===== config.mk =====
export PLATFORM = sky130hd
export DESIGN_NAME = img2col_map_ctrl_p
export DESIGN_NICKNAME = d
export VERILOG_FILES = /design/src/rtl/img2col_pkg.sv /design/src/rtl/img2col_addr_cnt.sv /design/src/rtl/img2col_map_ctrl_p.sv
export SDC_FILE = /design/constraint.sdc
export NUM_CORES = 1
export LEC_CHECK = 0
export ABC_AREA = 1
export BUFFER_PORTS_ARGS = -buffer_cell sky130_fd_sc_hd__buf_2
export CAP_MARGIN = 10
export CORE_UTILIZATION = 47
export DETAILED_ROUTE_END_ITERATION = 16
export GPL_TIMING_DRIVEN = 0
export PLACE_DENSITY = 0.75
export SLEW_MARGIN = 20
export SYNTH_ARGS = -nofsm -noshare
export SYNTH_HDL_FRONTEND = slang
export SYNTH_SLANG_ARGS = --single-unit

===== constraint.sdc =====
create_clock -name clk -period 1.9 [get_ports clk]
set_input_delay 0 -clock clk [delete_from_list [all_inputs] [get_ports clk]]
set_output_delay 0 -clock clk [all_outputs]
set_load 0.005 [all_outputs]

===== src/rtl/img2col_pkg.sv =====
// img2col_pkg: shared types and constants for the img2col mapping controller.
// Latency: n/a (declarations only).
// Backpressure: n/a (declarations only).
//
// Contents:
//   ST_IDLE/ST_BUFFER/ST_WORK : raw 2-bit state encodings
//   map_state_e               : controller state enum built on those encodings
//   STALL_CNT_W               : width of the optional stall counter
//                               (present only with IMG2COL_MAP_STALL_CNT_EN)
package img2col_pkg;

    // The encodings are fixed constants so that older code comparing
    // against raw state values keeps working.
    localparam logic [1:0] ST_IDLE   = 2'd0;
    localparam logic [1:0] ST_BUFFER = 2'd1;
    localparam logic [1:0] ST_WORK   = 2'd2;

    typedef enum logic [1:0] {
        IDLE   = ST_IDLE,
        BUFFER = ST_BUFFER,
        WORK   = ST_WORK
    } map_state_e;

    localparam int STALL_CNT_W = 32;

endpackage


===== src/rtl/img2col_addr_cnt.sv =====
// img2col_addr_cnt: nested sub-address / PU-index wrap counter.
// Latency: counts are registered; the last_addr_o/wrap_o flags are combinational from them.
// Backpressure: adv_i low holds both counts; clr_i forces both to zero.
//
// Ports:
//   clk, rst      : clock, synchronous active-high reset
//   clr_i         : synchronous clear of both counts (wins over adv_i)
//   adv_i         : advance the sub-address by one this cycle
//   addr_o        : sub-address within the current PU, 0..KSIZE-1
//   pu_o          : PU index, 0..NUM_PU-1
//   last_addr_o   : addr_o is at KSIZE-1
//   wrap_o        : this advance leaves the last address of the last PU
module img2col_addr_cnt #(
    parameter  int NUM_PU = 28,
    parameter  int KSIZE  = 5,
    localparam int PU_W   = $clog2(NUM_PU),
    localparam int K_W    = $clog2(KSIZE)
) (
    input  logic            clk,
    input  logic            rst,
    input  logic            clr_i,
    input  logic            adv_i,
    output logic [K_W-1:0]  addr_o,
    output logic [PU_W-1:0] pu_o,
    output logic            last_addr_o,
    output logic            wrap_o
);

    localparam logic [K_W-1:0]  ADDR_LAST = K_W'(KSIZE - 1);
    localparam logic [PU_W-1:0] PU_LAST   = PU_W'(NUM_PU - 1);

    logic [K_W-1:0]  addr_q, addr_d;
    logic [PU_W-1:0] pu_q,   pu_d;
    logic            pu_last;

    assign pu_last     = (pu_q == PU_LAST);
    assign last_addr_o = (addr_q == ADDR_LAST);
    assign wrap_o      = adv_i && last_addr_o && pu_last;

    always_comb begin
        addr_d = addr_q;
        pu_d   = pu_q;
        if (clr_i) begin
            addr_d = '0;
            pu_d   = '0;
        end else if (adv_i) begin
            if (last_addr_o) begin
                // Leaving the last sub-address moves on to the next PU,
                // and the last PU rolls back to PU 0.
                addr_d = '0;
                pu_d   = pu_last ? '0 : pu_q + PU_W'(1);
            end else begin
                addr_d = addr_q + K_W'(1);
            end
        end
    end

    always_ff @(posedge clk) begin
        if (rst) begin
            addr_q <= '0;
            pu_q   <= '0;
        end else begin
            addr_q <= addr_d;
            pu_q   <= pu_d;
        end
    end

    assign addr_o = addr_q;
    assign pu_o   = pu_q;

endmodule


===== src/rtl/img2col_map_ctrl_p.sv =====
// img2col_map_ctrl_p: parametrised img2col mapping controller (row buffering preload, then per-round PU sweeps).
// Latency: every output is registered, so an input is reflected on the outputs one cycle later.
// Backpressure: a low pu_done_i[pu_no] at the last sub-address stalls the sweep; start_i is ignored while busy.
//
// Optional feature macro: IMG2COL_MAP_STALL_CNT_EN adds stall_cnt_o. Without it
// that port and its counter are absent and everything else is unchanged.
//
// Ports:
//   clk, rst      : clock, synchronous active-high reset (overrides all inputs)
//   start_i       : one-cycle job request, sampled only in IDLE
//   cfg_rounds_i  : working rounds for the job, latched on an accepted start (0 runs as 1)
//   stop_i        : level; ends the job at the next round boundary
//   pu_done_i     : per-PU flag saying the PU can take its next row
//   pu1_addr_o    : sub-address within the current PU
//   pu_no_o       : current PU index
//   row_no_o      : buffering row index (preload phase only)
//   round_o       : current working round
//   act_o         : one-cycle pulse when a new round starts
//   map_finish_o  : one-cycle pulse when the job completes
//   busy_o        : high while buffering or working
//   stall_cnt_o   : (macro only) saturating count of stalled WORK cycles
module img2col_map_ctrl_p
    import img2col_pkg::*;
#(
    parameter  int NUM_PU = 28,
    parameter  int KSIZE  = 5,
    parameter  int RND_W  = 6,
    localparam int PU_W   = $clog2(NUM_PU),
    localparam int K_W    = $clog2(KSIZE)
) (
    input  logic                   clk,
    input  logic                   rst,
    input  logic                   start_i,
    input  logic [RND_W-1:0]       cfg_rounds_i,
    input  logic                   stop_i,
    input  logic [NUM_PU-1:0]      pu_done_i,
    output logic [K_W-1:0]         pu1_addr_o,
    output logic [PU_W-1:0]        pu_no_o,
    output logic [K_W-1:0]         row_no_o,
    output logic [RND_W-1:0]       round_o,
    output logic                   act_o,
    output logic                   map_finish_o,
    output logic                   busy_o
`ifdef IMG2COL_MAP_STALL_CNT_EN
    ,
    output logic [STALL_CNT_W-1:0] stall_cnt_o
`endif
);

    // The preload fills KSIZE-1 rows, so the last buffering row is KSIZE-2.
    localparam logic [K_W-1:0]   ROW_LAST = K_W'(KSIZE - 2);
    localparam logic [RND_W-1:0] RND_ONE  = RND_W'(1);

    map_state_e       state_q,  state_d;
    logic [RND_W-1:0] rounds_q, rounds_d;   // latched job length, never 0 while busy
    logic [K_W-1:0]   row_q,    row_d;
    logic [RND_W-1:0] round_q,  round_d;
    logic             act_q,    act_d;
    logic             fin_q,    fin_d;
    logic             busy_q,   busy_d;

    logic [K_W-1:0]   cnt_addr;
    logic [PU_W-1:0]  cnt_pu;
    logic             cnt_clr;
    logic             cnt_adv;
    logic             cnt_last_addr;
    logic             cnt_wrap;
    logic             cur_pu_done;
    logic             last_round;

    assign cur_pu_done = pu_done_i[cnt_pu];
    assign last_round  = (round_q == (rounds_q - RND_ONE));

    // IDLE keeps the counters parked at zero. BUFFER advances every cycle.
    // WORK moves freely below the last sub-address and only leaves the last
    // sub-address once the current PU reports done.
    assign cnt_clr = (state_q == IDLE);
    assign cnt_adv = (state_q == BUFFER) ||
                     ((state_q == WORK) && (!cnt_last_addr || cur_pu_done));

    img2col_addr_cnt #(
        .NUM_PU (NUM_PU),
        .KSIZE  (KSIZE)
    ) u_addr_cnt (
        .clk         (clk),
        .rst         (rst),
        .clr_i       (cnt_clr),
        .adv_i       (cnt_adv),
        .addr_o      (cnt_addr),
        .pu_o        (cnt_pu),
        .last_addr_o (cnt_last_addr),
        .wrap_o      (cnt_wrap)
    );

`ifdef IMG2COL_MAP_STALL_CNT_EN
    logic [STALL_CNT_W-1:0] stall_cnt_q, stall_cnt_d;
    logic                   stall_w;

    assign stall_w = (state_q == WORK) && cnt_last_addr && !cur_pu_done;

    always_comb begin
        stall_cnt_d = stall_cnt_q;
        if ((state_q == IDLE) && start_i) begin
            stall_cnt_d = '0;
        end else if (stall_w && (stall_cnt_q != '1)) begin
            stall_cnt_d = stall_cnt_q + STALL_CNT_W'(1);
        end
    end

    always_ff @(posedge clk) begin
        if (rst) begin
            stall_cnt_q <= '0;
        end else begin
            stall_cnt_q <= stall_cnt_d;
        end
    end

    assign stall_cnt_o = stall_cnt_q;
`endif

    always_comb begin
        state_d  = state_q;
        rounds_d = rounds_q;
        row_d    = row_q;
        round_d  = round_q;
        act_d    = 1'b0;
        fin_d    = 1'b0;
        busy_d   = busy_q;

        case (state_q)
            IDLE: begin
                // Clearing here (rather than at the finishing edge) lets the
                // final round number stay visible during the map_finish cycle.
                row_d   = '0;
                round_d = '0;
                busy_d  = 1'b0;
                if (start_i) begin
                    state_d  = BUFFER;
                    busy_d   = 1'b1;
                    rounds_d = (cfg_rounds_i == '0) ? RND_ONE : cfg_rounds_i;
                end
            end

            BUFFER: begin
                // One buffering row is a full sweep over all PUs. pu_done_i
                // and stop_i have no effect during the preload.
                if (cnt_wrap) begin
                    if (row_q == ROW_LAST) begin
                        row_d   = '0;
                        round_d = '0;
                        state_d = WORK;
                    end else begin
                        row_d = row_q + K_W'(1);
                    end
                end
            end

            WORK: begin
                // stop_i only counts at a round boundary. The counter wraps
                // back to PU 0 / address 0 by itself on the same edge.
                if (cnt_wrap) begin
                    if (last_round || stop_i) begin
                        state_d = IDLE;
                        fin_d   = 1'b1;
                        busy_d  = 1'b0;
                    end else begin
                        round_d = round_q + RND_ONE;
                        act_d   = 1'b1;
                    end
                end
            end

            default: begin
                state_d = IDLE;
                busy_d  = 1'b0;
            end
        endcase
    end

    always_ff @(posedge clk) begin
        if (rst) begin
            state_q  <= IDLE;
            rounds_q <= '0;
            row_q    <= '0;
            round_q  <= '0;
            act_q    <= 1'b0;
            fin_q    <= 1'b0;
            busy_q   <= 1'b0;
        end else begin
            state_q  <= state_d;
            rounds_q <= rounds_d;
            row_q    <= row_d;
            round_q  <= round_d;
            act_q    <= act_d;
            fin_q    <= fin_d;
            busy_q   <= busy_d;
        end
    end

    assign pu1_addr_o   = cnt_addr;
    assign pu_no_o      = cnt_pu;
    assign row_no_o     = row_q;
    assign round_o      = round_q;
    assign act_o        = act_q;
    assign map_finish_o = fin_q;
    assign busy_o       = busy_q;

endmodule


Yosys cells after proc, flatten, opt, wreduce, memory -nomap -nowiden
Cells that the tools add are included.

cells by class
  $add $sub $neg = 5
  multiply operators = 0
  div/mod/pow operators = 0
  magnitude comparators = 1
  equal/unequal tests = 12
  shift-type cells = 0
  mux-type cells = 25
  bitwise operators = 3
  reductions and logical operators = 19

operator list
  cell                   count
  $mux W6                5
  $pmux W6 S3            1
  $mux W2                5
  $reduce_and A5 Y1      2
  $mux W3                3
  $ne A2 B2 Y1 const B   4
  $add A3 B1 Y3 const B  2
  $add A6 B1 Y6 const B  1
  $eq A6 B6 Y1           1
  $logic_not A6 Y1       1
  $lt A5 B6 Y1 const B   1
  $mux W1                6
  $pmux W2 S3            1
  $pmux W3 S2            1
  $reduce_and A2 Y1      3
  $sub A6 B1 Y6 const B  1
  $add A5 B1 Y5 const B  1
  $bmux W1 S5            1
  $eq A5 B5 Y1 const B   1
  $mux W5                1
  $ne A2 B1 Y1 const B   2
  $eq A3 B2 Y1 const B   1
  $eq A3 B3 Y1 const B   1
  $logic_and A1 B1 Y1    3
  12 further kinds       16

word-level totals
  flip-flop bits (word level) = 28
  latch bits = 0
  memory bits (writable) = 0
  ROM bits = 0
  input port bits = 38
  output and inout port bits = 20
  logic and storage cells = 74
  memories kept = 0

Depth between registers and ports, before layout
  depth in word-level cells = 9
  depth in mapped cells = 17
  gate-level depth less buffers = 16

Modules after synthesis
From an unflattened synthesis, not the netlist that was laid out.

unflattened totals
  cells, all modules = 310
  area, all modules = 1925.6 um^2

by module, submodules not included
  module              times used  cells an instance  area an instance (um^2)  sequential area each (um^2)
  img2col_map_ctrl_p  1           249                1481.4                   400.4
  img2col_addr_cnt    1           61                 444.2                    160.2

Worst setup path before layout
No wires, ideal clock.

  kind = reg2reg
  from = register rounds_q[0]
  to = register state_q[0]
  setup time = 0.113 ns
  arrival time = 1.698 ns
  required time = 1.787 ns
  slack = 0.088 ns
  stages on the path, launching flop included = 15
  buffers on the path = 0
  clock period less this slack = 1.812 ns
  cells stage by stage = dfxtp_1 > inv_2 > ha_1 > xor2_1 > nand2_1 > inv_1 > nand3_1 > nor2_1 > nand3_2 > nand3_1 > o21ai_0 > nor2_1 > nand3_4 > nor2_1 > nor2_1

on the way
  cells in the longest elaborated chain, start to end = 5

ends and longest elaborated chain
  element                      RTL line                   RTL
  start: declaration           img2col_map_ctrl_p.sv:55   logic [RND_W-1:0] rounds_q, rounds_d;
  start signal: assignment     img2col_map_ctrl_p.sv:191  rounds_q <= rounds_d;
  $sub A6 B1 Y6                img2col_map_ctrl_p.sv:72   assign last_round = (round_q == (rounds_q - RND_ONE));
  $eq A6 B6 Y1                 img2col_map_ctrl_p.sv:72
  $logic_or A1 B1 Y1           img2col_map_ctrl_p.sv:162  if (last_round || stop_i) begin
  $ne A2 B1 Y1 (no line)       --
  $reduce_and A5 Y1 (no line)  --
  end signal: assignment       img2col_map_ctrl_p.sv:190  state_q <= state_d;
  end: declaration             img2col_map_ctrl_p.sv:54   map_state_e state_q, state_d;

No other way between the ends.
A chain may end at the register's enable or synchronous reset.

Final worst setup path
  from = register u_addr_cnt.pu_q[0] (netlist: u_addr_cnt.pu_o[0])
  to = register act_q (netlist: act_o)

on the way
  cells in the longest elaborated chain, start to end = 9
  elaborated cells between the ends (all ways) = 10
  classes of those cells = eq/ne: 1; mux: 2; bitwise: 1; reduce/logical: 6

ends and longest elaborated chain
  element                         RTL line                   RTL
  start: declaration              img2col_addr_cnt.sv:33     logic [PU_W-1:0] pu_q, pu_d;
  start signal: assignment        img2col_addr_cnt.sv:64     pu_q <= pu_d;
  $bmux W1 S5                     img2col_map_ctrl_p.sv:71   assign cur_pu_done = pu_done_i[cnt_pu];
  $mux W1 (implied by the code)   img2col_map_ctrl_p.sv:71
  $logic_or A1 B1 Y1              img2col_map_ctrl_p.sv:79   ((state_q == WORK) && (!cnt_last_addr || cur_pu_done));
  $logic_and A1 B1 Y1             img2col_map_ctrl_p.sv:79
  $logic_or A1 B1 Y1              img2col_map_ctrl_p.sv:78   assign cnt_adv = (state_q == BUFFER) ||
  $logic_and A1 B1 Y1             img2col_addr_cnt.sv:38     assign wrap_o = adv_i && last_addr_o && pu_last;
  $logic_and A1 B1 Y1 (*)         img2col_addr_cnt.sv:38
  $not A1 Y1 (no line) (*)        --
  $reduce_or A3 Y1 (no line) (*)  --
  end signal: assignment          img2col_map_ctrl_p.sv:194  act_q <= act_d;
  end: declaration                img2col_map_ctrl_p.sv:58   logic act_q, act_d;

Every way passes the cells marked *; elsewhere a longest branch is shown, timed or not. The select of a mux whose other input is x is not followed.

==> metrics.cfg <==
[run_status]
status=complete, but fails checks
failed_checks=negative setup slack

[global_routing]
grt.overflow.total=0
grt_max_degree=17
grt_pass1_vias=1870
grt_usage=0.2288
grt_pass1_wl_um=7941
antenna_found_initial=0

[sta]
setup_ws_ps=-14.21
hold_viol_final=0
slew_viol_final=0
min_period_ps=1914
worst_pin_slew_ps=555.0
rsz0062_at_grt=yes
timing.fmax_mhz=522.4
setup_viol=6
slew_headroom=0.6300
whs_ps=31.37
fin_crit_sh=1.007
finClkSkew_ps=15.80

[clocking]
clkLatencyLatePin_ps=290
numCtsBuffers=3
cts.sinks=28
cts-htree-levels=1
cts_max_path_buffers=2
root_buffer=clkbuf_8
cts_tree=yes
clk_pin_slew_worst_paths_ps=110

[setup_path]
reg2reg_depth=15
arrival_ps=2140
r2r_start=u_addr_cnt.pu_o[0]$_SDFFE_PP0N_
start_kind=flop
startpoint=u_addr_cnt.pu_o[0]$_SDFFE_PP0N_
end_kind=flop
worstSetupPathType=flop to flop
worstReg2RegEnd=act_o$_SDFF_PP0_
worstPathMaxFanout=7
cp.required_ps=2130
r2r_slack_ps=-10

[placement]
dp_hpwl_um=3410
io_buffer_count=57
pre_cts_ws_ps=-115.2
place_congestion=0.8089

[synth]
netlist.area_leader.share=0.2877
synth_top_area_cell=dfxtp_1
avgSynthCellArea_um2=6.581
synthCells=296
netlist_top_cells_area=dfxtp_1 (29%), nand2_1 (13%), nand3_1 (10%), nor2_1 (6.9%), inv_1 (6.0%)
ys_seq_area_frac=0.2877
synth_area_um2=1948
ys_ff_latch=28
ys.warnings.count=0
ys_types=37
synth_fp_nets=340

[floorplan]
dieArea_um2=4406
core_um2=4000
boundaryPins=58
rows=23
fp.dieH_um=66.38
initial_core_util=0.4870
die-width_um=66.38

[routing]
first_pass_iters=6
drc=0
drtIter0Drc=151
vias=2222
routedWlPerCell_um=12.32
wirelength_um=5299
viasPerCell=5.167
antenna_left=0

[worst_hold_path]
hold_end=rounds_q[2]$_SDFFE_PP0P_
hold_path_class=input pin to flop
worstHoldStart=cfg_rounds_i[2]
whs_path_depth=3

[cells_and_area]
layout_commonest_cell=buf_2
diodes=0
area_growth_pct=41.43
final_cell_mix=buf_2 (57), nand2_1 (55), nor2_1 (33)
final_nets=425
layout-drive-gt1-share=0.3974

[power]
p_leak_nw=1.390
peakVddDrop_uv=758.6
pwr_density_cell_nw_per_um2=1132

[run]
drv_cap=0

-- stage by stage --
step / TNS, ps / util / instances / power [W] / area [um2]
3_3_place_gp: -538.2 / 0.5740 / 403 / 0.002286 / 2296
6_report: -55.08 / 0.6888 / 430 / 0.003119 / 2755
3_5_place_dp: -699.3 / 0.5740 / 403 / 0.002326 / 2296
4_1_cts: -85.58 / 0.6303 / 421 / 0.002939 / 2521
2_1_floorplan: 0 / - / 296 / 0.001977 / 1948
5_1_grt: -2238 / 0.6888 / 430 / 0.003364 / 2755
-- layout make-up --
class	count	area, um2
multi-input combinational	212	1292
tap	50	62.56
clock buffer	3	41.29
sequential	28	565.5
inverter	50	202.7
timing repair buffer	80	504.2
buffer	6	56.30
clock inverter	1	30.03
fill	331	1245
-- worst max-delay path, cell delays in order (launching register included) --
cell and delay, ps:
dfxtp_2 340, buf_6 140, buf_4 150, nand3_1 60, nand3_1 80, nor2_1 40, nor2_1 120, a21oi_2 70
nand2_1 80, nand2_2 80, nand2_4 100, nand3_4 100, buf_4 170, inv_2 40, nand3_1 130, nor2_2 150
-- worst max path at each step --
| stage | to | slack, ps | cells after the start |
|---|---|---|---|
| after floorplan | state_q[0]$_SDFFE_PP0P_ | 90 | 14 |
| after global routing | round_o[5]$_SDFFE_PP0P_ | -190 | 12 |
| after global placement | round_o[5]$_SDFFE_PP0P_ | -90 | 14 |
| after CTS | state_q[1]$_SDFFE_PP0P_ | -60 | 15 |
| after detailed placement | round_o[5]$_SDFFE_PP0P_ | -120 | 14 |
| final | act_o$_SDFF_PP0_ | -10 | 15 |
-- flip-flops by register name, summed over array words and instances, names as in the netlist --
| signal | cells |
|---|---|
| busy_o | 1 |
| map_finish_o | 1 |
| u_addr_cnt.pu_o | 5 |
| act_o | 1 |
| round_o | 6 |
| rounds_q | 6 |
| row_no_o | 3 |
| u_addr_cnt.addr_o | 3 |
| state_q | 2 |
-- Yosys cell counts (all sizes together) --
cell type,n
and3,1
a211oi,3
xnor3,1
a21oi,13
nand3,44
nand2,70
dfxtp,28
a31oi,1
o21ai,11
nor4,1
nand4,8
xor2,7
buf,5
a221oi,1
nor2,38
clkbuf,1
inv,49
clkinv,1
or2,2
nor3,3
xnor2,2
ha,6
-- layer usage --
metal / vias up / track usage / part of all wire
met5: - / 0 / 0
met4: 0 / 0.05053 / 0.0068
met3: 4 / 0.01724 / 0.046
met2: 77 / 0.4043 / 0.50
met1: 1021 / 0.3003 / 0.44
li1: 1120 / - / -
-- power by group --
group | leakage, nW | internal [W] | switching [W] | total (W)
clock network | 0.0357 | 0.000283 | 0.000202 | 0.000485
registers | 0.231 | 0.000721 | 0.000175 | 0.000896
logic | 1.12 | 0.000735 | 0.00100 | 0.00174
total | 1.39 | 0.00174 | 0.00138 | 0.00312
-- logic make-up (layout without fill, tap and decap cells) --
kind of cell | count (synthesis) | count (layout) | synth area share
AOI/OAI and AO/OA | 29 | 29 | 0.08478
xor gates and xnor gates | 10 | 10 | 0.05202
adders and majority gates | 6 | 6 | 0.03853
buffers and inverters | 56 | 140 | 0.1252
DFF | 28 | 28 | 0.2877
and+or+nand+nor | 167 | 167 | 0.4117
-- what timing repair did --
item,in CTS,in global routing
hold endpoints to repair,7,0
hold buffers,5,0
pin swaps,7,17
gates cloned,0,2
resized for setup,7,43
setup endpoints to repair,9,19
buffers inserted,9,7
Note: power is estimated with default switching activity, not from simulation.
